### src/rtl/wb_pkg.sv
// Shared types for the two-requester Wishbone arbiter: FSM state encoding,
// requester index type and the timeout counter width.
package wb_pkg;

    // Arbiter FSM: IDLE waits for a strobe, BUSY owns the peripheral port.
    typedef enum logic [0:0] {
        IDLE = 1'b0,
        BUSY = 1'b1
    } state_e;

    // Index of a requester (0 = m0, 1 = m1).
    typedef logic req_idx_t;

    localparam req_idx_t REQ_M0 = 1'b0;
    localparam req_idx_t REQ_M1 = 1'b1;

    // Width of the per-transfer timeout counter.
    localparam int CNT_W = 8;

endpackage

### src/rtl/arb_rr_pick.sv
// Round-robin choice between two strobes. A lone strobe always wins; on a tie
// the requester that was not served last wins.
module arb_rr_pick
    import wb_pkg::*;
(
    input  logic     stb0_i,
    input  logic     stb1_i,
    input  req_idx_t last_q_i,
    output req_idx_t grant_o,
    output logic     valid_o
);

    // Pick the winner purely combinationally; the top registers it.
    always_comb begin
        valid_o = stb0_i | stb1_i;
        if (stb0_i && stb1_i) begin
            grant_o = (last_q_i == REQ_M0) ? REQ_M1 : REQ_M0;
        end else if (stb1_i) begin
            grant_o = REQ_M1;
        end else begin
            grant_o = REQ_M0;
        end
    end

endmodule

### src/rtl/wb_arbiter.sv
// Two-master to one-slave Wishbone arbiter with registered round-robin grant,
// combinational return path and a per-transfer timeout that fakes an ack.
module wb_arbiter
    import wb_pkg::*;
#(
    parameter int TIMEOUT = 15
) (
    input  logic       clk_i,
    input  logic       rst_ni,
    // requester 0
    input  logic       m0_we_i,
    input  logic [3:0] m0_adr_i,
    input  logic [7:0] m0_dat_i,
    input  logic       m0_stb_i,
    output logic [7:0] m0_dat_o,
    output logic       m0_ack_o,
    // requester 1
    input  logic       m1_we_i,
    input  logic [3:0] m1_adr_i,
    input  logic [7:0] m1_dat_i,
    input  logic       m1_stb_i,
    output logic [7:0] m1_dat_o,
    output logic       m1_ack_o,
    // peripheral
    output logic       wb_we_o,
    output logic [3:0] wb_adr_o,
    output logic [7:0] wb_dat_o,
    output logic       wb_stb_o,
    input  logic [7:0] wb_dat_i,
    input  logic       wb_ack_i,
    // sticky timeout flag
    output logic       timeout_o
);

    // Counter value seen in the last BUSY cycle before the transfer is aborted.
    localparam logic [CNT_W-1:0] CNT_LAST = CNT_W'(TIMEOUT - 1);

    state_e           state_q;
    req_idx_t         grant_q;
    req_idx_t         last_q;
    logic [CNT_W-1:0] cnt_q;
    logic             timeout_q;

    req_idx_t pick;
    logic     pick_valid;

    logic       busy;
    logic       g_stb;
    logic       g_we;
    logic [3:0] g_adr;
    logic [7:0] g_dat;
    logic       to_fire;
    logic       done;
    logic       abandon;
    logic       g_ack;
    logic [7:0] g_rdat;

    arb_rr_pick u_pick (
        .stb0_i   (m0_stb_i),
        .stb1_i   (m1_stb_i),
        .last_q_i (last_q),
        .grant_o  (pick),
        .valid_o  (pick_valid)
    );

    // Select the granted requester's request lines and decide how BUSY ends.
    always_comb begin
        busy    = (state_q == BUSY);
        g_stb   = (grant_q == REQ_M1) ? m1_stb_i : m0_stb_i;
        g_we    = (grant_q == REQ_M1) ? m1_we_i  : m0_we_i;
        g_adr   = (grant_q == REQ_M1) ? m1_adr_i : m0_adr_i;
        g_dat   = (grant_q == REQ_M1) ? m1_dat_i : m0_dat_i;
        // A timeout only counts while the requester still wants the bus;
        // a dropped strobe is an abandon, and a real ack always takes priority.
        to_fire = busy && g_stb && !wb_ack_i && (cnt_q == CNT_LAST);
        done    = busy && (wb_ack_i || to_fire);
        abandon = busy && !g_stb && !wb_ack_i;
        g_ack   = done;
        g_rdat  = (busy && !to_fire) ? wb_dat_i : 8'h00;
    end

    // Drive the peripheral and requester ports; everything idles at zero.
    always_comb begin
        wb_stb_o  = busy && g_stb && !to_fire;
        wb_we_o   = busy && g_we;
        wb_adr_o  = busy ? g_adr : 4'h0;
        wb_dat_o  = busy ? g_dat : 8'h00;
        m0_ack_o  = (grant_q == REQ_M0) && g_ack;
        m1_ack_o  = (grant_q == REQ_M1) && g_ack;
        m0_dat_o  = (grant_q == REQ_M0) ? g_rdat : 8'h00;
        m1_dat_o  = (grant_q == REQ_M1) ? g_rdat : 8'h00;
        timeout_o = timeout_q;
    end

    // FSM, grant, round-robin history, timeout counter and sticky flag.
    always_ff @(posedge clk_i or negedge rst_ni) begin
        if (!rst_ni) begin
            state_q   <= IDLE;
            grant_q   <= REQ_M0;
            last_q    <= REQ_M1;
            cnt_q     <= '0;
            timeout_q <= 1'b0;
        end else begin
            case (state_q)
                IDLE: begin
                    if (pick_valid) begin
                        state_q <= BUSY;
                        grant_q <= pick;
                        cnt_q   <= '0;
                    end
                end
                BUSY: begin
                    if (done) begin
                        state_q <= IDLE;
                        last_q  <= grant_q;
                        if (to_fire) begin
                            timeout_q <= 1'b1;
                        end
                    end else if (abandon) begin
                        state_q <= IDLE;
                    end else begin
                        cnt_q <= cnt_q + 1'b1;
                    end
                end
                default: state_q <= IDLE;
            endcase
        end
    end

endmodule
### config.mk
export PLATFORM = sky130hd
export DESIGN_NAME = wb_arbiter
export DESIGN_NICKNAME = d
export VERILOG_FILES = /design/src/rtl/wb_pkg.sv /design/src/rtl/arb_rr_pick.sv /design/src/rtl/wb_arbiter.sv
export SDC_FILE = /design/constraint.sdc
export NUM_CORES = 1
export LEC_CHECK = 0
export BUFFER_PORTS_ARGS = -buffer_cell sky130_fd_sc_hd__buf_2
export CAP_MARGIN = 30
export CORE_MARGIN = 4
export CORE_UTILIZATION = 35
export DETAILED_ROUTE_END_ITERATION = 10
export PLACE_DENSITY = 0.71
export SYNTH_ARGS = -nofsm -noshare
export SYNTH_HDL_FRONTEND = slang
export SYNTH_SLANG_ARGS = --single-unit
### constraint.sdc
create_clock -name clk_i -period 3.2 [get_ports clk_i]
set_input_delay 0.8 -clock clk_i [delete_from_list [all_inputs] [get_ports clk_i]]
set_output_delay 0.8 -clock clk_i [all_outputs]
set_load 0.02 [all_outputs]
==> impl_metrics.env, run 1 <==
export IMPL_synthTopCellsByArea="dfrtp_1, mux2i_1, nor2_1"
export IMPL_io_pin_count=72
export IMPL_routed_wirelength_mm=3.19
export IMPL_skew_ns=0.00926
export IMPL_synth_top_area_share_pct=27.9
export IMPL_cpMaxStageDelayCell="dfrtp_1"
export IMPL_r2r_end="last_q"
export IMPL_synth_top_cell_by_area="dfrtp_1"
export IMPL_p_int_uw=497
export IMPL_synth_edf_count=0
export IMPL_htree_levels=1
export IMPL_cts_tree="done"
export IMPL_critPathRequiredTime_ns=2.40
export IMPL_coreArea_um2=2590
export IMPL_rsz0062_at_grt="no"
export IMPL_maxSlewHeadroom_pct=54.5
export IMPL_seqPwrFrac_pct=22.2
export IMPL_drive_gt1_share_pct=50.0
export IMPL_setup_viol=0
export IMPL_gp_congestion=0.906
export IMPL_grt_pass1_vias=981
export IMPL_via_per_inst=5.03
export IMPL_dpl_hpwl_mm=2.57
export IMPL_final_cells=222
export IMPL_crit_arrival_ns=2.22
export IMPL_powerDensity_nw_per_um2=669
export IMPL_crit_family="simple AND/OR/NAND/NOR gates"
export IMPL_cts_buffer_depth=2
export IMPL_drtPass1Iterations=4
export IMPL_synth_area_per_cell_um2=8.65
export IMPL_ys_ff_latch=12
export IMPL_clk_pin_slew_ns=0.08
export IMPL_drv_slew=0
export IMPL_postCtsHoldBufs=0
export IMPL_fin_nets=234
export IMPL_synth_cell_type_count=31
export IMPL_finalHoldViolCount=0
export IMPL_drc=0
export IMPL_antenna_found_initial=0
export IMPL_critPathMaxFanout=8
export IMPL_power_switching_uw=467
export IMPL_crit_buf_inv=3
export IMPL_ys_seq_area_share_pct=30.6
export IMPL_synth_warnings=0
export IMPL_netlist_instances=114
export IMPL_area_growth_pct=46.2
export IMPL_combPwrFrac_pct=67.6
export IMPL_drtAntennaViolNets=0
export IMPL_setup_tns_ns=0
export IMPL_dpl_cell_count=215
export IMPL_timing_final_crit_share_pct=94.3
export IMPL_clk_latency_ns=0.28
export IMPL_p_leak_nw=0.811
export IMPL_hold_worst_slack_ns=0.383
export IMPL_synthTopCellsByCount="nor2_1, mux2i_1, dfrtp_1"
export IMPL_vdd_drop_max_v=0.000464
export IMPL_synth_top_flop_cell="dfrtp_1"
export IMPL_rrSetupSlack_ns=1.31
export IMPL_numCtsBuffers=3
export IMPL_drv_cap=0
export IMPL_grt_overflow=0
export IMPL_grt_max_degree=20
export IMPL_grt_first_pass_wirelength_mm=4.40
export IMPL_grtUsageTotal_pct=15.7
export IMPL_netSwitchingFraction_pct=48.5
export IMPL_cpPeakStageDelay_ns=0.41
export IMPL_worstMarginPinSlew_ns=0.675
export IMPL_outcome="complete, no violations"
export IMPL_clockPowerShare_pct=10.3
export IMPL_die_width_um=61.1
export IMPL_cp_end_kind="primary output"
export IMPL_hold_path_class="in -> async"
export IMPL_routedWlPerCell_um=14.4
export IMPL_diodes=0
export IMPL_num_rows=18
export IMPL_period_minus_slack_ns=3.02
export IMPL_die_y_um=61.1
export IMPL_path_depth=8
export IMPL_cts_sinks=12
export IMPL_r2r_start="cnt_q[0]"
export IMPL_synth_most_common_cell="nor2_1"
export IMPL_reg2regPathDepth=7
export IMPL_crit_chain="inv_1, ha_1, or3b_4, nor4_4, nor3_1, buf_4, and2_1, buf_2"
export IMPL_dr_total_vias=1116
export IMPL_async_flop_share_pct=100
export IMPL_ctsRootBufferMaster="clkbuf_4"
export IMPL_io_buffer_count=71
export IMPL_drt_iter0_markers=44
export IMPL_syn_cell_area_um2=986
export IMPL_start_util_pct=38.1
export IMPL_start_kind="flop"
export IMPL_syn_nets=155
export IMPL_dieArea_um2=3730
export IMPL_worst_setup_path_type="reg -> out"
export IMPL_fmax_ghz=0.331
[power by group through the flow]
| stage | logic, mW | registers, mW | clock network, mW |
|---|---|---|---|
| after floorplan | 0.445 | 0.205 | 0 |
| after global placement | 0.612 | 0.217 | 0 |
| after detailed placement | 0.629 | 0.219 | 0 |
| after CTS | 0.632 | 0.216 | 0.104 |
| after global routing | 0.706 | 0.219 | 0.115 |
| final | 0.651 | 0.213 | 0.0990 |
[timing repair]
| item | in CTS | in global routing |
|---|---|---|
| buffers inserted | 0 | 3 |
| gates resized for setup | 0 | 2 |
| endpoints found under the setup margin | 1 | 16 |
| pin swaps | 1 | 1 |
| cloned | 0 | 0 |
[registers in the layout, indices dropped and copies added, names as in the netlist]
| signal | flops |
|---|---|
| busy | 1 |
| grant_q | 1 |
| cnt_q | 8 |
| last_q | 1 |
| timeout_o | 1 |
[cell type report]
class,count,area (µm²)
Fill cell,247,1150
Multi-Input combinational cell,97,668
Timing Repair Buffer,77,400
Sequential cell,12,302
Tap cell,30,37.5
Clock buffer,4,26.3
Inverter,2,7.51
[routing by layer]
metal / share of wire (%) / routed length [µm] / vias to the layer above / global-route usage [%]
li1: - / - / 553 / -
met1: 37 / 1200 / 507 / 19.3
met2: 50 / 1600 / 52 / 27.2
met3: 12 / 374 / 4 / 3.77
met4: 0.53 / 17 / 0 / 4.64
met5: 0 / 0 / - / 0
[per-stage QoR]
stage / setup WS [ns] / instance area, µm² / power [mW] / utilization [%]
floorplan: 0.555 / 986 / 0.650 / -
global placement: 0.284 / 1390 / 0.828 / 53.5
detailed placement: 0.124 / 1390 / 0.848 / 53.5
CTS: 0.0746 / 1410 / 0.952 / 54.5
global route: 0.0335 / 1440 / 1.04 / 55.7
finish: 0.183 / 1440 / 0.964 / 55.7
[logic make-up (layout without fill, tap and decap cells)]
| group | Yosys count | count (layout) | synth area share, % |
|---|---|---|---|
| simple gates | 66 | 66 | 36.8 |
| xor+xnor | 3 | 3 | 2.67 |
| buf+inv | 5 | 83 | 2.41 |
| flops | 12 | 12 | 30.6 |
| compound gates | 9 | 9 | 6.47 |
| mux | 17 | 17 | 18.5 |
| fa+ha+maj | 2 | 2 | 2.54 |
[cells in the final DEF, fill, tap and decap left out, types with 2 or more instances in the layout]
master | synthesis | final
xnor2_1 | 3 | 3
and2_2 | 8 | 8
nand3_1 | 6 | 6
ha_1 | 2 | 2
and2_1 | 8 | 8
mux2i_1 | 16 | 16
buf_2 | 1 | 71
nor3_1 | 3 | 3
buf_4 | 1 | 6
o21ai_0 | 4 | 4
nor2_1 | 21 | 21
dfrtp_1 | 11 | 11
nor4_1 | 3 | 3
nand2_1 | 8 | 8
clkbuf_4 | 0 | 3
or2_2 | 3 | 3
[worst max path at each step]
stage / from / to
finish: cnt_q[0] / m0_dat_o[6]
global route: cnt_q[0] / m0_dat_o[0]
CTS: cnt_q[0] / m1_dat_o[2]
detailed placement: m0_stb_i / m1_dat_o[2]
global placement: m0_stb_i / m1_dat_o[1]
floorplan: cnt_q[0] / m0_ack_o
Note: power is estimated with default switching activity, not from simulation.
==> run 2: changes to the inputs <==
--- a/config.mk
+++ b/config.mk
@@ -5,12 +5,12 @@
 export SDC_FILE = /design/constraint.sdc
 export NUM_CORES = 1
 export LEC_CHECK = 0
-export BUFFER_PORTS_ARGS = -buffer_cell sky130_fd_sc_hd__buf_2
 export CAP_MARGIN = 30
 export CORE_MARGIN = 4
 export CORE_UTILIZATION = 35
 export DETAILED_ROUTE_END_ITERATION = 10
-export PLACE_DENSITY = 0.71
+export DONT_BUFFER_PORTS = 1
 export SYNTH_ARGS = -nofsm -noshare
 export SYNTH_HDL_FRONTEND = slang
+export SYNTH_HIERARCHICAL = 1
 export SYNTH_SLANG_ARGS = --single-unit
==> constraint.sdc (replaced) <==
create_clock -name clk_i -period 3.45 [get_ports clk_i]
set_input_delay 0.8625 -clock clk_i [delete_from_list [all_inputs] [get_ports clk_i]]
set_output_delay 0.8625 -clock clk_i [all_outputs]
set_load 0.02 [all_outputs]
==> impl_metrics.env, run 2 <==
export IMPL_outcome="complete, no violations"
export IMPL_synth_top_flop_cell="dfrtp_1"
export IMPL_start_kind="flop"
export IMPL_gp_congestion=0.826
export IMPL_synth_most_common_cell="and2_1"
export IMPL_largest_reg_flops=8
export IMPL_die_width_um=62.4
export IMPL_synth_mux_area_share_pct=16.9
export IMPL_grtUsageTotal_pct=13.2
export IMPL_crit_buf_inv=1
export IMPL_critPathRequiredTime_ns=2.59
export IMPL_critPathMaxFanout=4
export IMPL_drt_iter0_markers=13
export IMPL_routed_wirelength_mm=2.59
export IMPL_finalHoldViolCount=0
export IMPL_syn_nets=158
export IMPL_synth_top_family_by_area="simple AND/OR/NAND/NOR gates"
export IMPL_synth_xor_area_share_pct=0
export IMPL_cp_end_kind="primary output"
export IMPL_setup_viol=0
export IMPL_synthSimpleGateAreaFrac_pct=41.6
export IMPL_hold_path_class="in -> async"
export IMPL_synth_edf_count=0
export IMPL_numCtsBuffers=3
export IMPL_crit_arrival_ns=2.12
export IMPL_grt_pass1_vias=851
export IMPL_preCtsSetupSlack_ns=0.664
export IMPL_ctsResizeCount=0
export IMPL_fmax_ghz=0.336
export IMPL_synthTopCellsByCount="and2_1, mux2i_1, nor2b_1"
export IMPL_p_leak_nw=0.508
export IMPL_dpl_hpwl_mm=2.12
export IMPL_crit_chain="inv_1, ha_1, nor3b_1, and4_4, o21ai_1, nor2_1"
export IMPL_grt_overflow=0
export IMPL_grt_first_pass_wirelength_mm=4.24
export IMPL_synth_top_area_share_pct=26.5
export IMPL_worst_setup_path_type="reg -> out"
export IMPL_synth_area_per_cell_um2=8.87
export IMPL_hold_worst_slack_ns=0.263
export IMPL_synthAdderAreaFrac_pct=2.41
export IMPL_period_minus_slack_ns=2.98
export IMPL_coreArea_um2=2810
export IMPL_place_area_um2=1050
export IMPL_final_cell_mix="and2_1, mux2i_1, nor2b_1"
export IMPL_rsz0062_at_grt="no"
export IMPL_diodes=0
export IMPL_drv_cap=0
export IMPL_synth_warnings=6
export IMPL_io_pin_count=72
export IMPL_grt_max_degree=22
export IMPL_num_rows=19
export IMPL_crit_family="simple AND/OR/NAND/NOR gates"
export IMPL_synthTopCellsByArea="dfrtp_1, mux2i_1, and2_1"
export IMPL_htree_levels=1
export IMPL_area_growth_pct=5.19
export IMPL_powerDensity_nw_per_um2=674
export IMPL_ys_seq_area_share_pct=29.1
export IMPL_dpl_cell_count=144
export IMPL_cts_sinks=12
export IMPL_routedWlPerCell_um=17.5
export IMPL_fin_nets=159
export IMPL_clk_pin_slew_ns=0.08
export IMPL_maxSlewHeadroom_pct=69.6
export IMPL_setup_tns_ns=0
export IMPL_drc=0
export IMPL_syn_cell_area_um2=1040
export IMPL_vdd_drop_max_v=0.000340
export IMPL_postCtsHoldBufs=0
export IMPL_max_flop_register="cnt_q"
export IMPL_cpMaxStageDelayCell="dfrtp_1"
export IMPL_io_buffer_count=0
export IMPL_worstMarginPinSlew_ns=0.456
export IMPL_synth_cell_type_count=35
export IMPL_drv_slew=0
export IMPL_cpPeakStageDelay_ns=0.42
export IMPL_post_cts_buffers=0
export IMPL_netlist_instances=117
export IMPL_async_flop_share_pct=100
export IMPL_cts_buffer_depth=2
export IMPL_ctsRootBufferMaster="clkbuf_4"
export IMPL_timing_final_crit_share_pct=86.4
export IMPL_start_util_pct=37.0
export IMPL_drtAntennaViolNets=0
export IMPL_dr_total_vias=855
export IMPL_drtPass1Iterations=4
export IMPL_ys_ff_latch=12
export IMPL_synth_top_cell_by_area="dfrtp_1"
export IMPL_fin_ws_ns=0.471
export IMPL_synth_compound_area_share_pct=6.88
export IMPL_postLayoutCellArea_um2=1090
export IMPL_final_cells=148
export IMPL_drive_gt1_share_pct=10.3
export IMPL_via_per_inst=5.78
export IMPL_die_y_um=62.4
export IMPL_clk_latency_ns=0.28
export IMPL_layout_commonest_cell="and2_1"
export IMPL_antenna_found_initial=0
export IMPL_dieArea_um2=3900
export IMPL_skew_ns=0.00380
export IMPL_cts_tree="done"
==> run 2: cell count changes in the layout (fill, tap and decap cells not counted), sizes merged, moves of 4 or more <==
| cell | delta |
|---|---|
| buf | -76 |
| nor2 | -20 |
| nor2b | +15 |
| nor4 | -4 |
==> run 2: layout make-up <==
cell class	instances	area, µm²
tap	31	38.8
inverter	1	3.75
multi-input combinational	99	703
clock buffer	4	36.3
fill	291	1710
timing repair buffer	1	7.51
sequential	12	302
==> run 2: cells by family after synthesis <==
kind of cell,Yosys count
AO/OA/AOI/OAI,11
adder cells (fa/ha/maj),2
buffers and inverters,6
flip-flops,12
multiplexers,17
AND/OR/NAND/NOR,69
==> run 2: through the flow <==
step / total power [mW] / utilization (%)
finish: 0.735 / 38.9
global route: 0.781 / 38.9
CTS: 0.742 / 38.9
detailed placement: 0.624 / 37.6
global placement: 0.617 / 37.6
floorplan: 0.585 / -
==> run 2: worst paths after layout <==
| kind | slack, ns | cells after the start | to | startpoint |
|---|---|---|---|---|
| min reg2reg | 0.52 | 1 | last_q | last_q |
| max reg2reg | 1.61 | 6 | last_q | cnt_q[0] |
| max | 0.47 | 6 | m0_ack_o | cnt_q[0] |
| min | 0.26 | 0 | cnt_q[3] | rst_ni |
| min in group clk_i | 0.52 | 1 | last_q | last_q |
| max in group asynchronous | 3.02 | 0 | last_q | rst_ni |
==> run 2: power by group <==
group | internal [mW] | total (mW) | switching (mW) | leakage (nW)
logic | 0.140 | 0.416 | 0.276 | 0.327
clock network | 0.0643 | 0.117 | 0.0532 | 0.0210
registers | 0.168 | 0.202 | 0.0337 | 0.159
==> run 2: routing by layer <==
layer  up-vias  global-route usage, %  wire length, µm
met5         -                      0                0
met4         0                   6.34               36
met3         6                   4.68              201
met2        43                   22.6             1320
met1       392                   14.5             1030
li1        414                      -                -
==> run 3: changes to the inputs <==
--- a/config.mk
+++ b/config.mk
@@ -6,10 +6,11 @@
 export NUM_CORES = 1
 export LEC_CHECK = 0
 export CAP_MARGIN = 30
-export CORE_MARGIN = 4
+export CORE_MARGIN = 5
 export CORE_UTILIZATION = 35
 export DETAILED_ROUTE_END_ITERATION = 10
 export DONT_BUFFER_PORTS = 1
+export MAX_ROUTING_LAYER = met4
 export SYNTH_ARGS = -nofsm -noshare
 export SYNTH_HDL_FRONTEND = slang
 export SYNTH_HIERARCHICAL = 1
==> impl_metrics.env, run 3 (synthesis results as in run 2) <==
export IMPL_clk_latency_ns=0.28
export IMPL_fin_nets=160
export IMPL_p_leak_nw=0.512
export IMPL_powerDensity_nw_per_um2=672
export IMPL_io_pin_count=72
export IMPL_ctsRootBufferMaster="clkbuf_4"
export IMPL_ctsResizeCount=0
export IMPL_fmax_ghz=0.337
export IMPL_maxSlewHeadroom_pct=71.3
export IMPL_crit_family="simple AND/OR/NAND/NOR gates"
export IMPL_max_flop_register="cnt_q"
export IMPL_cp_end_kind="primary output"
export IMPL_crit_chain="inv_1, ha_1, nor3b_1, nand4_1, and3_1, and2_1"
export IMPL_gp_congestion=0.753
export IMPL_dpl_hpwl_mm=2.22
export IMPL_cts_buffer_depth=2
export IMPL_via_per_inst=5.64
export IMPL_largest_reg_flops=8
export IMPL_timing_final_crit_share_pct=86.0
export IMPL_io_buffer_count=0
export IMPL_drt_iter0_markers=17
export IMPL_diodes=0
export IMPL_start_kind="flop"
export IMPL_cpPeakStageDelay_ns=0.43
export IMPL_routedWlPerCell_um=17.7
export IMPL_drc=0
export IMPL_start_util_pct=37.0
export IMPL_grt_pass1_vias=877
export IMPL_dpl_cell_count=145
export IMPL_worst_setup_path_type="reg -> out"
export IMPL_grt_first_pass_wirelength_mm=3.99
export IMPL_skew_ns=0.00818
export IMPL_postCtsHoldBufs=0
export IMPL_vdd_drop_max_v=0.000384
export IMPL_drtAntennaViolNets=0
export IMPL_drtPass1Iterations=4
export IMPL_rsz0062_at_grt="no"
export IMPL_numCtsBuffers=3
export IMPL_worstMarginPinSlew_ns=0.429
export IMPL_final_cells=149
export IMPL_clk_pin_slew_ns=0.08
export IMPL_routed_wirelength_mm=2.64
export IMPL_grt_overflow=0
export IMPL_cpMaxStageDelayCell="dfrtp_1"
export IMPL_dr_total_vias=841
export IMPL_period_minus_slack_ns=2.97
export IMPL_num_rows=19
export IMPL_hold_path_class="in -> async"
export IMPL_post_cts_buffers=0
export IMPL_cts_tree="done"
export IMPL_setup_viol=0
export IMPL_setup_tns_ns=0
export IMPL_drive_gt1_share_pct=11.0
export IMPL_htree_levels=1
export IMPL_coreArea_um2=2810
export IMPL_critPathMaxFanout=8
export IMPL_crit_buf_inv=1
export IMPL_cts_sinks=12
export IMPL_outcome="complete, no violations"
export IMPL_dieArea_um2=4150
export IMPL_area_growth_pct=5.91
export IMPL_crit_arrival_ns=2.10
export IMPL_finalHoldViolCount=0
export IMPL_fin_util_pct=39.2
export IMPL_fill_cells=284
export IMPL_layout_commonest_cell="and2_1"
export IMPL_die_width_um=64.4
export IMPL_grt_max_degree=22
export IMPL_grtUsageTotal_pct=12.4
export IMPL_die_y_um=64.4
export IMPL_drv_cap=0
export IMPL_antenna_found_initial=0
export IMPL_drv_slew=0
export IMPL_critPathRequiredTime_ns=2.59
export IMPL_final_cell_mix="and2_1, mux2i_1, nor2b_1"
[run 3: layer usage]
metal | vias up | share of wire, % | GRT usage [%]
met2 | 37 | 55 | 23.1
met4 | 0 | 0.53 | 2.37
met1 | 390 | 37 | 12.6
li1 | 412 | - | -
met3 | 2 | 6.8 | 4.49
met5 | - | 0 | -
[run 3: path summary, 6_finish.rpt]
kind | depth (start not counted) | to | slack (ns) | from
worst max-delay path | 6 | m1_dat_o[3] | 0.48 | cnt_q[0]
worst min-delay path | 0 | cnt_q[2] | 0.27 | rst_ni
worst max register to register | 6 | last_q | 1.64 | cnt_q[0]
worst min register to register | 1 | last_q | 0.51 | last_q
max in group asynchronous | 0 | last_q | 3.00 | rst_ni
min in group clk_i | 1 | last_q | 0.51 | last_q
[run 3: area by class of cell]
type                    count  area (µm²)  share of cell area (%)
inverters                   1        3.75                   0.342
clock buffers               4        36.3                    3.30
multi-input cells          99         703                    64.0
well taps                  31        38.8                    3.53
repair buffers              2        15.0                    1.37
flip-flops and latches     12         302                    27.4
[run 3: power breakdown]
group,internal [mW],switching (mW)
clock network,0.0642,0.0481
registers,0.168,0.0193
logic,0.145,0.293
total,0.377,0.361
[run 3: per-stage QoR]
| stage | hold slack [ns] | power [mW] | setup WS, ns | instance area (µm²) |
|---|---|---|---|---|
| floorplan | 0.468 | 0.585 | 0.779 | 1040 |
| detailed placement | 0.508 | 0.634 | 0.664 | 1060 |
| global placement | 0.500 | 0.622 | 0.705 | 1060 |
| finish | 0.269 | 0.738 | 0.484 | 1100 |
| CTS | 0.261 | 0.748 | 0.468 | 1100 |
| global route | 0.253 | 0.789 | 0.359 | 1100 |
